===== config.mk =====
export PLATFORM = sky130hd
export DESIGN_NAME = rst_seq_ctrl
export DESIGN_NICKNAME = d
export VERILOG_FILES = /design/src/rtl/rst_seq_ctrl.sv
export SDC_FILE = /design/constraint.sdc
export NUM_CORES = 1
export LEC_CHECK = 0
export ABC_CLOCK_PERIOD_IN_PS = 4600
export CAP_MARGIN = 20
export CORE_ASPECT_RATIO = 1.5
export CORE_MARGIN = 2
export CORE_UTILIZATION = 30
export DETAILED_ROUTE_END_ITERATION = 8
export GPL_TIMING_DRIVEN = 0
export PLACE_DENSITY_LB_ADDON = 0.12
export SLEW_MARGIN = 25
export SYNTH_ARGS = -nofsm -noshare
export SYNTH_HDL_FRONTEND = slang
export SYNTH_SLANG_ARGS = --single-unit

===== constraint.sdc =====
create_clock -name sys_clk100m -period 4.6 [get_ports sys_clk100m]
set_clock_uncertainty 0.2 [all_clocks]
set_input_delay 1.15 -clock sys_clk100m [delete_from_list [all_inputs] [get_ports sys_clk100m]]
set_output_delay 1.15 -clock sys_clk100m [all_outputs]
set_load 0.1 [all_outputs]

===== src/rtl/rst_seq_ctrl.sv =====
// Reset sequencer: waits for a stable MMCM lock, then releases NSTAGE active-low resets
// one by one with a fixed gap. Tracks lock losses that occur after the first release.
module rst_seq_ctrl #(
  parameter int unsigned LOCK_STABLE_CYC = 1000,
  parameter int unsigned STAGE_GAP       = 100,
  parameter int unsigned NSTAGE          = 4
) (
  input  logic              sys_clk100m,
  input  logic              sys_rst,
  input  logic              locked_in,
  input  logic              sw_rst_req,
  output logic [NSTAGE-1:0] rst_n_stage,
  output logic              seq_done,
  output logic [1:0]        seq_state,
  output logic [7:0]        lock_lost_cnt
);

  typedef enum logic [1:0] {
    StWaitLock = 2'd0,
    StStable   = 2'd1,
    StRelease  = 2'd2,
    StRun      = 2'd3
  } state_e;

  localparam logic [15:0] StableLast = 16'(LOCK_STABLE_CYC - 1);
  localparam logic [15:0] GapLast    = 16'(STAGE_GAP - 1);

  logic              sync1_q, locked_sync_q;
  state_e            state_q, state_d;
  logic [15:0]       stab_cnt_q, stab_cnt_d;
  logic [15:0]       gap_cnt_q, gap_cnt_d;
  logic [NSTAGE-1:0] stage_q, stage_d;
  logic              done_q, done_d;
  logic [7:0]        lost_q, lost_d;
  logic [NSTAGE-1:0] stage_shift;

  // Next stage pattern: shift in one more released stage above the current ones.
  assign stage_shift = NSTAGE'({stage_q, 1'b1});

  always_comb begin
    state_d    = state_q;
    stab_cnt_d = stab_cnt_q;
    gap_cnt_d  = gap_cnt_q;
    stage_d    = stage_q;
    done_d     = done_q;
    lost_d     = lost_q;
    unique case (state_q)
      StWaitLock: begin
        stage_d = '0;
        done_d  = 1'b0;
        if (locked_sync_q) begin
          state_d    = StStable;
          stab_cnt_d = '0;
        end
      end
      StStable: begin
        if (!locked_sync_q) begin
          state_d    = StWaitLock;
          stab_cnt_d = '0;
        end else if (sw_rst_req) begin
          stab_cnt_d = '0;
        end else if (stab_cnt_q == StableLast) begin
          stab_cnt_d = '0;
          gap_cnt_d  = '0;
          stage_d    = '0;
          stage_d[0] = 1'b1;
          if (NSTAGE == 1) begin
            state_d = StRun;
            done_d  = 1'b1;
          end else begin
            state_d = StRelease;
          end
        end else begin
          stab_cnt_d = stab_cnt_q + 16'd1;
        end
      end
      StRelease, StRun: begin
        // Lock loss takes priority over a software request in the same cycle.
        if (!locked_sync_q) begin
          state_d = StWaitLock;
          stage_d = '0;
          done_d  = 1'b0;
          if (lost_q != 8'hff) lost_d = lost_q + 8'd1;
        end else if (sw_rst_req) begin
          state_d    = StStable;
          stab_cnt_d = '0;
          stage_d    = '0;
          done_d     = 1'b0;
        end else if (state_q == StRelease) begin
          if (gap_cnt_q == GapLast) begin
            gap_cnt_d = '0;
            stage_d   = stage_shift;
            if (&stage_shift) begin
              state_d = StRun;
              done_d  = 1'b1;
            end
          end else begin
            gap_cnt_d = gap_cnt_q + 16'd1;
          end
        end
      end
      default: state_d = StWaitLock;
    endcase
  end

  always_ff @(posedge sys_clk100m) begin
    if (sys_rst) begin
      sync1_q       <= 1'b0;
      locked_sync_q <= 1'b0;
      state_q       <= StWaitLock;
      stab_cnt_q    <= '0;
      gap_cnt_q     <= '0;
      stage_q       <= '0;
      done_q        <= 1'b0;
      lost_q        <= '0;
    end else begin
      sync1_q       <= locked_in;
      locked_sync_q <= sync1_q;
      state_q       <= state_d;
      stab_cnt_q    <= stab_cnt_d;
      gap_cnt_q     <= gap_cnt_d;
      stage_q       <= stage_d;
      done_q        <= done_d;
      lost_q        <= lost_d;
    end
  end

  assign rst_n_stage   = stage_q;
  assign seq_done      = done_q;
  assign seq_state     = state_q;
  assign lock_lost_cnt = lost_q;

endmodule


Word-level counts from Yosys, hierarchy flattened
Cells that the tools add are included.
{"block": "totals", "reg_bits": 49, "out_inout_bits": 15, "word_cells": 81}
{"block": "op_classes", "add_sub_neg": 3, "n_eq_ne": 19, "n_mux": 39, "bitwise": 1, "reduce_logical": 11}
{"op": "16-bit 2-to-1 mux", "n": 13}
{"op": "16-bit case mux with 3 select lines", "n": 1}
{"op": "16-bit by 1-bit adder with 16-bit output (second input constant)", "n": 2}
{"op": "16-bit case mux with 2 select lines", "n": 1}
{"op": "4-bit 2-to-1 mux", "n": 7}
{"op": "2-bit 2-to-1 mux", "n": 9}
{"op": "16-bit by 10-bit == test with 1-bit output (second input constant)", "n": 1}
{"op": "16-bit by 7-bit == test with 1-bit output (second input constant)", "n": 1}
{"op": "2-bit inequality test (second input constant)", "n": 8}
{"op": "4-bit inequality test (second input constant)", "n": 3}
{"op": "4-bit case mux with 3 select lines", "n": 1}
{"op": "3-bit AND reduction", "n": 3}
{"op": "8-bit by 1-bit adder with 8-bit output (second input constant)", "n": 1}
{"op": "8-bit inequality test (second input constant)", "n": 1}
{"op": "7-bit AND reduction", "n": 1}
{"op": "3-bit inequality test (second input constant)", "n": 2}
{"op": "2-bit case mux with 3 select lines", "n": 1}
{"op": "6-bit AND reduction", "n": 1}
{"op": "1-bit 2-to-1 mux", "n": 5}
{"op": "5-bit AND reduction", "n": 1}
{"op": "2-bit == test (second input constant)", "n": 2}
{"op": "4-bit AND reduction", "n": 1}
{"op": "2-bit nonzero test", "n": 2}
{"op": "2-bit by 1-bit == test with 1-bit output (second input constant)", "n": 1}
{"op": "4 further kinds", "n": 4}

Logic depth before layout (Yosys ltp)
Gate-level depths: netlist (run 1).
{"block": "logic_depth", "word_depth": 7, "ltp_mapped": 10}

Worst setup path after synthesis (run 1)
OpenSTA, ideal clock, no wires.
{"block": "synth_timing", "path_type": "reg-to-reg", "start": "reg state_q[0], in the netlist seq_state[0]", "end": "reg stab_cnt_q[9]", "setup_ps": 91, "arrival_time_ps": 2865, "t_required_ps": 4309, "path_slack_ps": 1444, "stages_incl_launch_ff": 11, "synth_period_minus_slack_ps": 3156, "path_cell_list": "dfxtp_1 inv_1 ha_1 or2_1 buf_2 or3_1 buf_2 nor2_4 buf_4 nand2_1 a311oi_1"}
{"block": "synth_between", "elab_chain_len": 4, "elab_cells_between_ends": 10}
{"element": "start: declaration", "line_no": "29", "text": "state_e state_q, state_d;"}
{"element": "start signal: assignment", "line_no": "110", "text": "state_q <= StWaitLock;"}
{"element": "start signal: assignment", "line_no": "119", "text": "state_q <= state_d;"}
{"element": "2-bit == test", "line_no": "47", "text": "unique case (state_q)"}
{"element": "2-bit OR reduction", "line_no": "47"}
{"element": "2-bit inequality test (no source line)"}
{"element": "3-bit AND reduction (no source line)"}
{"element": "end signal: assignment", "line_no": "120", "text": "stab_cnt_q <= stab_cnt_d;"}
{"element": "end: declaration", "line_no": "30", "text": "logic [15:0] stab_cnt_q, stab_cnt_d;"}
Several ways; a longest one is shown, not always the timed one.
A chain may end at the register's enable or synchronous reset.

Worst setup path in the final report (run 1)
{"block": "layout_timing", "start": "reg state_q[1], in the netlist seq_state[1]", "end": "out seq_state[1]"}
{"element": "end: declaration", "line_no": "14", "text": "output logic [1:0] seq_state,"}
No word-level cell between the ends.

==> implementation parameters, run 1 <==
Parameter                              Value

Place
  HPWL Detailed ... 5.25 mm
  Final weighted congestion in routability-driven placement ... 0.772
  Number of input and output port buffers inserted ... 18
  Setup slack at placement ... 0.998 ns

STA
  Highest attainable clock frequency ... 305 MHz
  Setup repair after global routing missed its margin ... false
  Relative slew slack ... 35.0%
  Total negative setup slack ... 0 ns
  Final worst path period need ... 3.28 ns
  Setup-violating endpoint count in the final report ... 0
  Worst setup slack after layout ... 1.32 ns
  Final number of hold-violating endpoints ... 0
  Actual slew at the worst max-slew pin ... 0.972 ns
  Final count of pins violating max slew ... 0
  Post-route clock period utilization ... 71.3%

Clocking
  Number of buffers added by the clock tree synthesis step ... 5
  Root Buffer ... sky130_fd_sc_hd__clkbuf_16
  Post-CTS Setup Repair Bufs ... 0
  Skew-Pair Late Insertion Delay ... 0.30 ns
  # H-tree levels ... 2
  Sink count of the clock tree ... 49
  CTS tree ... built
  Number of gates resized after cts ... 0
  Post-cts hold buffer count ... 0
  Clock slew at the register clock pins of the worst setup and hold paths ... 0.07 ns
  CTS Buffer Depth ... 2

Yosys
  Dominant combinational cell family by area after synthesis ... simple AND/OR/NAND/NOR gates
  Nets in the synthesized netlist ... 338
  Compound-Gate Fraction of Synth Area ... 19.8%
  Cells after Synth ... 326
  Main synth FF type ... sky130_fd_sc_hd__dfxtp_1
  Post-synthesis average cell area ... 8.64 um^2
  Multiplexer area fraction after synthesis ... 2.49%
  Number of warnings reported in the yosys synthesis log ... 0
  Yosys reg bits ... 49
  Post-synthesis instance area ... 0.00282 mm^2
  Share of async-settable or async-resettable flops after synthesis ... 0%
  Leading area contributor after synthesis ... sky130_fd_sc_hd__dfxtp_1
  Synth top area share ... 34.8%
  Adder-cell share of the synthesized area ... 3.56%
  Xor and xnor area share after synthesis ... 3.42%
  Synth area leaders ... sky130_fd_sc_hd__dfxtp_1 (35%), sky130_fd_sc_hd__nor2_1 (4.4%), sky130_fd_sc_hd__ha_1 (3.6%), sky130_fd_sc_hd__a21oi_1 (3.2%), sky130_fd_sc_hd__nand3_1 (3.2%)
  Area share of and/or/nand/nor cells after synthesis ... 32.5%
  Distinct cell type count after synthesis ... 64
  Part of the Yosys area used for sequential elements ... 34.8%
  EDFF count, synth ... 0

Outcome
  Run status ... finished clean

Layout
  Final Util ... 36.1%
  Share of post-route cells with drive strength above 1 ... 10.5%
  Number of antenna diodes ... 0
  Most frequent cells in the layout ... sky130_fd_sc_hd__dfxtp_1 (49), sky130_fd_sc_hd__nor2_1 (33)
  Most common library cell in the layout ignoring fill and taps ... sky130_fd_sc_hd__dfxtp_1
  Area added between synthesis and finish ... 18.1%
  Post-layout net count ... 363
  Number of filler cells placed in the layout ... 963

Worst setup path
  Crit path required time ... 3.25 ns
  Worst-case reg-to-reg path depth ... 10
  Delay of the slowest cell on the worst path ... 1.18 ns
  Critical path type ... reg -> out
  Reg-to-reg critical path startpoint ... seq_state[0]
  Largest fanout on the critical path ... 7
  Termination of the worst setup path ... seq_state[1]
  Nature of the critical path endpoint ... output port
  Kind of start point of the critical path ... flop
  Data arrival, critical path ... 1.93 ns
  Dominant delay contributor by cell family on the critical path ... buffers and inverters
  Critical path depth in cells ... 1
  Launch point of the worst path ... seq_state[1]
  Critical R2R Capture ... stab_cnt_q[14]
  Critical path, cell by cell ... clkdlybuf4s50_1
  Worst-path cell with the longest stage delay ... sky130_fd_sc_hd__clkdlybuf4s50_1
  Worst path buffer plus inverter count ... 1
  Slack of the worst reg-to-reg path ... 1.95 ns

Pwr
  Total power draw ... 1050 uW
  Cell Int Power ... 780 uW
  Clock Power Share ... 45.9%
  Total power divided by cell area ... 316 mW/mm^2
  Seq pwr share ... 41.2%
  Peak supply drop ... 0.142 mV
  Fraction of power spent switching nets ... 25.9%
  Static Leakage ... 0.00112 uW
  Switch Pwr ... 272 uW
  Share of power burned in combinational logic ... 12.9%

Die
  Vertical die dimension ... 123 um
  Horizontal die dimension ... 83.1 um
  Area enclosed by the die boundary ... 0.0102 mm^2
  Starting density of the core ... 30.6%
  Number of cell rows ... 43
  Area inside the core boundary ... 0.00920 mm^2
  Count of boundary I/O pins ... 19

Routing
  Number of DRC violations after detailed-routing iteration 0 ... 128
  Number of iterations in the first detailed-routing pass ... 4
  DR vias/cell ... 5.30
  Final routed wirelength across all metal layers ... 7.28 mm
  Per-cell routed wire length ... 15.7 um
  Post-route DRC ... 0
  Antenna-violating nets left ... 0
  Via total after detailed routing ... 2,457

Global routing
  Largest net degree at the start of global routing ... 16
  Vias in the first global route ... 2,385
  First-pass GRT wire length ... 12.4 mm
  Total congestion overflow after global routing ... 0
  Initial antenna violation count ... 0
  GRT Resource Usage Total ... 15.0%

Hold path
  Path category of the worst min-delay check ... reg -> reg

Run
  Number of maximum-capacitance violations ... 0
-- cell usage after synthesis, drive strengths merged (4+ instances only) --
library cell and instances:
and2 4, nand2 18, ha 8, nand2b 9, o31ai 7, inv 6
nand3b 5, nand4 8, nor4 5, clkbuf 6, o21ai 20, nor3 17
dfxtp 49, and3 6, a31oi 6, buf 8, mux2i 4, nand3 18
nor2 34, nor2b 12, xnor2 8, a21oi 18, and4 4
-- metrics by stage --
| stage | hold slack, ns | cell area (um^2) | std cells |
|---|---|---|---|
| after floorplan | 0.214 | 2820 | 326 |
| after global placement | 0.218 | 3140 | 456 |
| after detailed placement | 0.227 | 3140 | 456 |
| after CTS | 0.244 | 3330 | 464 |
| after global routing | 0.263 | 3330 | 464 |
| final | 0.237 | 3330 | 464 |
-- power groups by stage --
stage	Clock (uW)	Combinational [uW]	Sequential (uW)
global route	510	147	434
detailed placement	0	138	443
global placement	0	138	443
floorplan	0	75.5	467
finish	483	136	433
CTS	494	138	434
-- worst min-delay path by stage --
stage / from / to / slack (ns) / depth (start not counted)
CTS: sync1_q / locked_sync_q / 0.24 / 1
finish: sync1_q / locked_sync_q / 0.24 / 1
detailed placement: sync1_q / locked_sync_q / 0.23 / 1
global route: sync1_q / locked_sync_q / 0.26 / 1
floorplan: sync1_q / locked_sync_q / 0.21 / 1
global placement: sync1_q / locked_sync_q / 0.22 / 1
-- cells by family after synthesis --
group / Yosys count
buffers and inverters: 20
AND/OR/NAND/NOR: 156
flip-flops: 49
AO/OA/AOI/OAI: 76
multiplexers: 6
XOR/XNOR: 11
adder cells (fa/ha/maj): 8
-- layer usage --
| metal | up-vias | part of all wire (%) | global-route usage (%) |
|---|---|---|---|
| li1 | 1258 | - | - |
| met3 | 8 | 2.3 | 2.29 |
| met4 | 0 | 1.8 | 5.53 |
| met1 | 1156 | 45 | 18.6 |
| met5 | - | 0 | 0 |
| met2 | 35 | 51 | 26.3 |
-- layout make-up --
class	instances	area, um^2	area share [%]
multi-input cells	257	1740	52.3
flip-flops and latches	49	981	29.5
repair buffers	18	180	5.42
well taps	112	140	4.21
clock buffers	5	125	3.76
plain buffers	14	73.8	2.22
clock inverters	3	65.1	1.96
inverters	6	22.5	0.677
-- state kept, by name (all words and copies together) (netlist names) --
name and count:
gap_cnt_q 16, lock_lost_cnt 8, locked_sync_q 1, rst_n_stage 4, seq_done 1, seq_state 2, stab_cnt_q 16, sync1_q 1
Power figures use the tool's default switching activity.
==> inputs of run 2 (changes only) <==
--- a/config.mk
+++ b/config.mk
@@ -5,7 +5,7 @@
 export SDC_FILE = /design/constraint.sdc
 export NUM_CORES = 1
 export LEC_CHECK = 0
-export ABC_CLOCK_PERIOD_IN_PS = 4600
+export ABC_CLOCK_PERIOD_IN_PS = 2800
 export CAP_MARGIN = 20
 export CORE_ASPECT_RATIO = 1.5
 export CORE_MARGIN = 2
==> constraint.sdc (replaced) <==
create_clock -name sys_clk100m -period 2.8 [get_ports sys_clk100m]
set_clock_uncertainty 0.2 [all_clocks]
set_input_delay 0.7 -clock sys_clk100m [delete_from_list [all_inputs] [get_ports sys_clk100m]]
set_output_delay 0.7 -clock sys_clk100m [all_outputs]
set_load 0.1 [all_outputs]
==> run 2 against run 1 <==
Clock-buffer cell count unchanged. Setup slack worse by 1.3 ns. Design area shrank 0.26%. Register-to-register slack got worse by 1.7 ns. Combinational power grew 69%. Core utilization down 0.095 points. Critical path type unchanged. Largest power group is now sequential cells.
==> implementation parameters, run 2 (synthesis gave the netlist of run 1 again) <==
Parameter                              Value

Outcome
  Run status ... finished clean

Clocking
  Sink count of the clock tree ... 49
  CTS Buffer Depth ... 2
  # H-tree levels ... 2
  Number of buffers added by the clock tree synthesis step ... 5
  Root Buffer ... sky130_fd_sc_hd__clkbuf_16
  Clock slew at the register clock pins of the worst setup and hold paths ... 0.07 ns
  Post-cts hold buffer count ... 0
  CTS tree ... built
  Skew-Pair Late Insertion Delay ... 0.30 ns

Place
  Number of input and output port buffers inserted ... 18
  Final weighted congestion in routability-driven placement ... 0.783
  HPWL Detailed ... 5.25 mm
  Cell count after placement ... 456
  Setup slack at placement ... -0.321 ns

Worst setup path
  Delay of the slowest cell on the worst path ... 1.16 ns
  Nature of the critical path endpoint ... output port
  Launch point of the worst path ... lock_lost_cnt[0]
  Kind of start point of the critical path ... flop
  Crit path required time ... 1.90 ns
  Reg-to-reg critical path startpoint ... seq_state[0]
  Worst-path cell with the longest stage delay ... sky130_fd_sc_hd__clkdlybuf4s50_1
  Largest fanout on the critical path ... 4
  Critical path type ... reg -> out
  Worst path buffer plus inverter count ... 1
  Critical path, cell by cell ... clkdlybuf4s50_1
  Data arrival, critical path ... 1.85 ns
  Dominant delay contributor by cell family on the critical path ... buffers and inverters

Global routing
  Largest net degree at the start of global routing ... 15
  Vias in the first global route ... 2,392
  First-pass GRT wire length ... 12.5 mm
  Total congestion overflow after global routing ... 0
  Initial antenna violation count ... 0
  GRT Resource Usage Total ... 15.3%

Routing
  Via total after detailed routing ... 2,494
  Antenna-violating nets left ... 0
  Number of DRC violations after detailed-routing iteration 0 ... 138
  Post-route DRC ... 0
  DR vias/cell ... 5.39
  Number of iterations in the first detailed-routing pass ... 4
  Final routed wirelength across all metal layers ... 7.35 mm
  Per-cell routed wire length ... 15.9 um

STA
  Final worst path period need ... 2.75 ns
  Final number of hold-violating endpoints ... 0
  Post-route clock period utilization ... 98.2%
  Setup-violating endpoint count in the final report ... 0
  Setup repair after global routing missed its margin ... false
  Actual slew at the worst max-slew pin ... 0.970 ns
  Worst slack on hold paths ... 0.245 ns
  Highest attainable clock frequency ... 364 MHz
  Worst setup slack after layout ... 0.0511 ns
  Final count of pins violating max slew ... 0
  Relative slew slack ... 35.1%

Pwr
  Peak supply drop ... 0.214 mV
  Total power draw ... 1640 uW
  Static Leakage ... 0.00114 uW
  Total power divided by cell area ... 493 mW/mm^2

Layout
  Multi-input gate area ... 0.00176 mm^2
  Most frequent cells in the layout ... sky130_fd_sc_hd__dfxtp_1 (47), sky130_fd_sc_hd__nor2_1 (33), sky130_fd_sc_hd__a21oi_1 (18), sky130_fd_sc_hd__nand3_1 (18), sky130_fd_sc_hd__nand2_1 (18)
  Number of antenna diodes ... 0
  Sequential Area ... 983 um^2
  Most common library cell in the layout ignoring fill and taps ... sky130_fd_sc_hd__dfxtp_1
  Number of standard cells in the layout, taps in and fillers out ... 463
  Area added between synthesis and finish ... 17.8%
  Number of filler cells placed in the layout ... 979
  Post-layout net count ... 363
  Share of post-route cells with drive strength above 1 ... 11.4%

Die
  Number of cell rows ... 43
  Vertical die dimension ... 123 um
  Area enclosed by the die boundary ... 0.0102 mm^2
  Horizontal die dimension ... 83.1 um
  Count of boundary I/O pins ... 19
  Starting density of the core ... 30.6%
  Area inside the core boundary ... 0.00920 mm^2

Hold path
  Launch instance of the worst min-delay path ... sync1_q
  Path category of the worst min-delay check ... reg -> reg

Run
  Number of maximum-capacitance violations ... 0
==> run 2: changes by cell type in the layout (fill, tap and decap cells not counted), sizes merged <==
cell,before,now
bufinv,2,1
clkdlybuf4s50,18,14
dlygate4sd2,0,3
dlymetal6s2s,0,1
==> run 2: metal layers <==
| metal | routed length [um] | vias up | track usage [%] |
|---|---|---|---|
| met5 | 0 | - | 0 |
| met4 | 131 | 0 | 5.53 |
| met1 | 3300 | 1201 | 18.4 |
| li1 | - | 1262 | - |
| met2 | 3770 | 22 | 27.1 |
| met3 | 151 | 9 | 2.89 |
==> run 2: timing repair <==
action                     4_1_cts  5_1_grt
buffers inserted                 0        0
resized for setup                4        3
gates cloned                     0        0
hold endpoints to repair         0        0
setup endpoints to repair        4        7
==> run 2: worst register-to-register path, delay by kind of cell (launching register included) <==
family	cells	cell delay, ns
simple gates	4	0.76
buf+inv	4	0.65
flops	1	0.37
compound gates	1	0.26
fa+ha+maj	1	0.24
==> run 2: worst paths after layout <==
path | endpoint | slack (ns) | cells past startpoint
worst max-delay path | lock_lost_cnt[0] | 0.05 | 1
worst min register to register | locked_sync_q | 0.24 | 1
worst min-delay path | locked_sync_q | 0.24 | 1
worst max register to register | stab_cnt_q[9] | 0.23 | 10
==> run 2: layout make-up <==
cell class	count	share of cell area, %
tap	112	4.22
multi-input combinational	257	53.0
inverter	6	0.679
clock buffer	5	3.77
clock inverter	2	1.06
buffer	14	2.23
timing repair buffer	18	5.39
sequential	49	29.6
==> run 2: metrics by stage <==
step                instance area, um^2  TNS [ns]  utilization [%]
finish                             3320         0             36.1
global route                       3320         0             36.1
CTS                                3300         0             35.9
detailed placement                 3140     -4.28             34.1
global placement                   3140     -3.72             34.1
floorplan                          2820         0                -
==> run 2: report_power, final <==
part,internal (uW),switching (uW)
clock network,416,278
registers,705,7.95
logic,68.8,161
total,1190,447
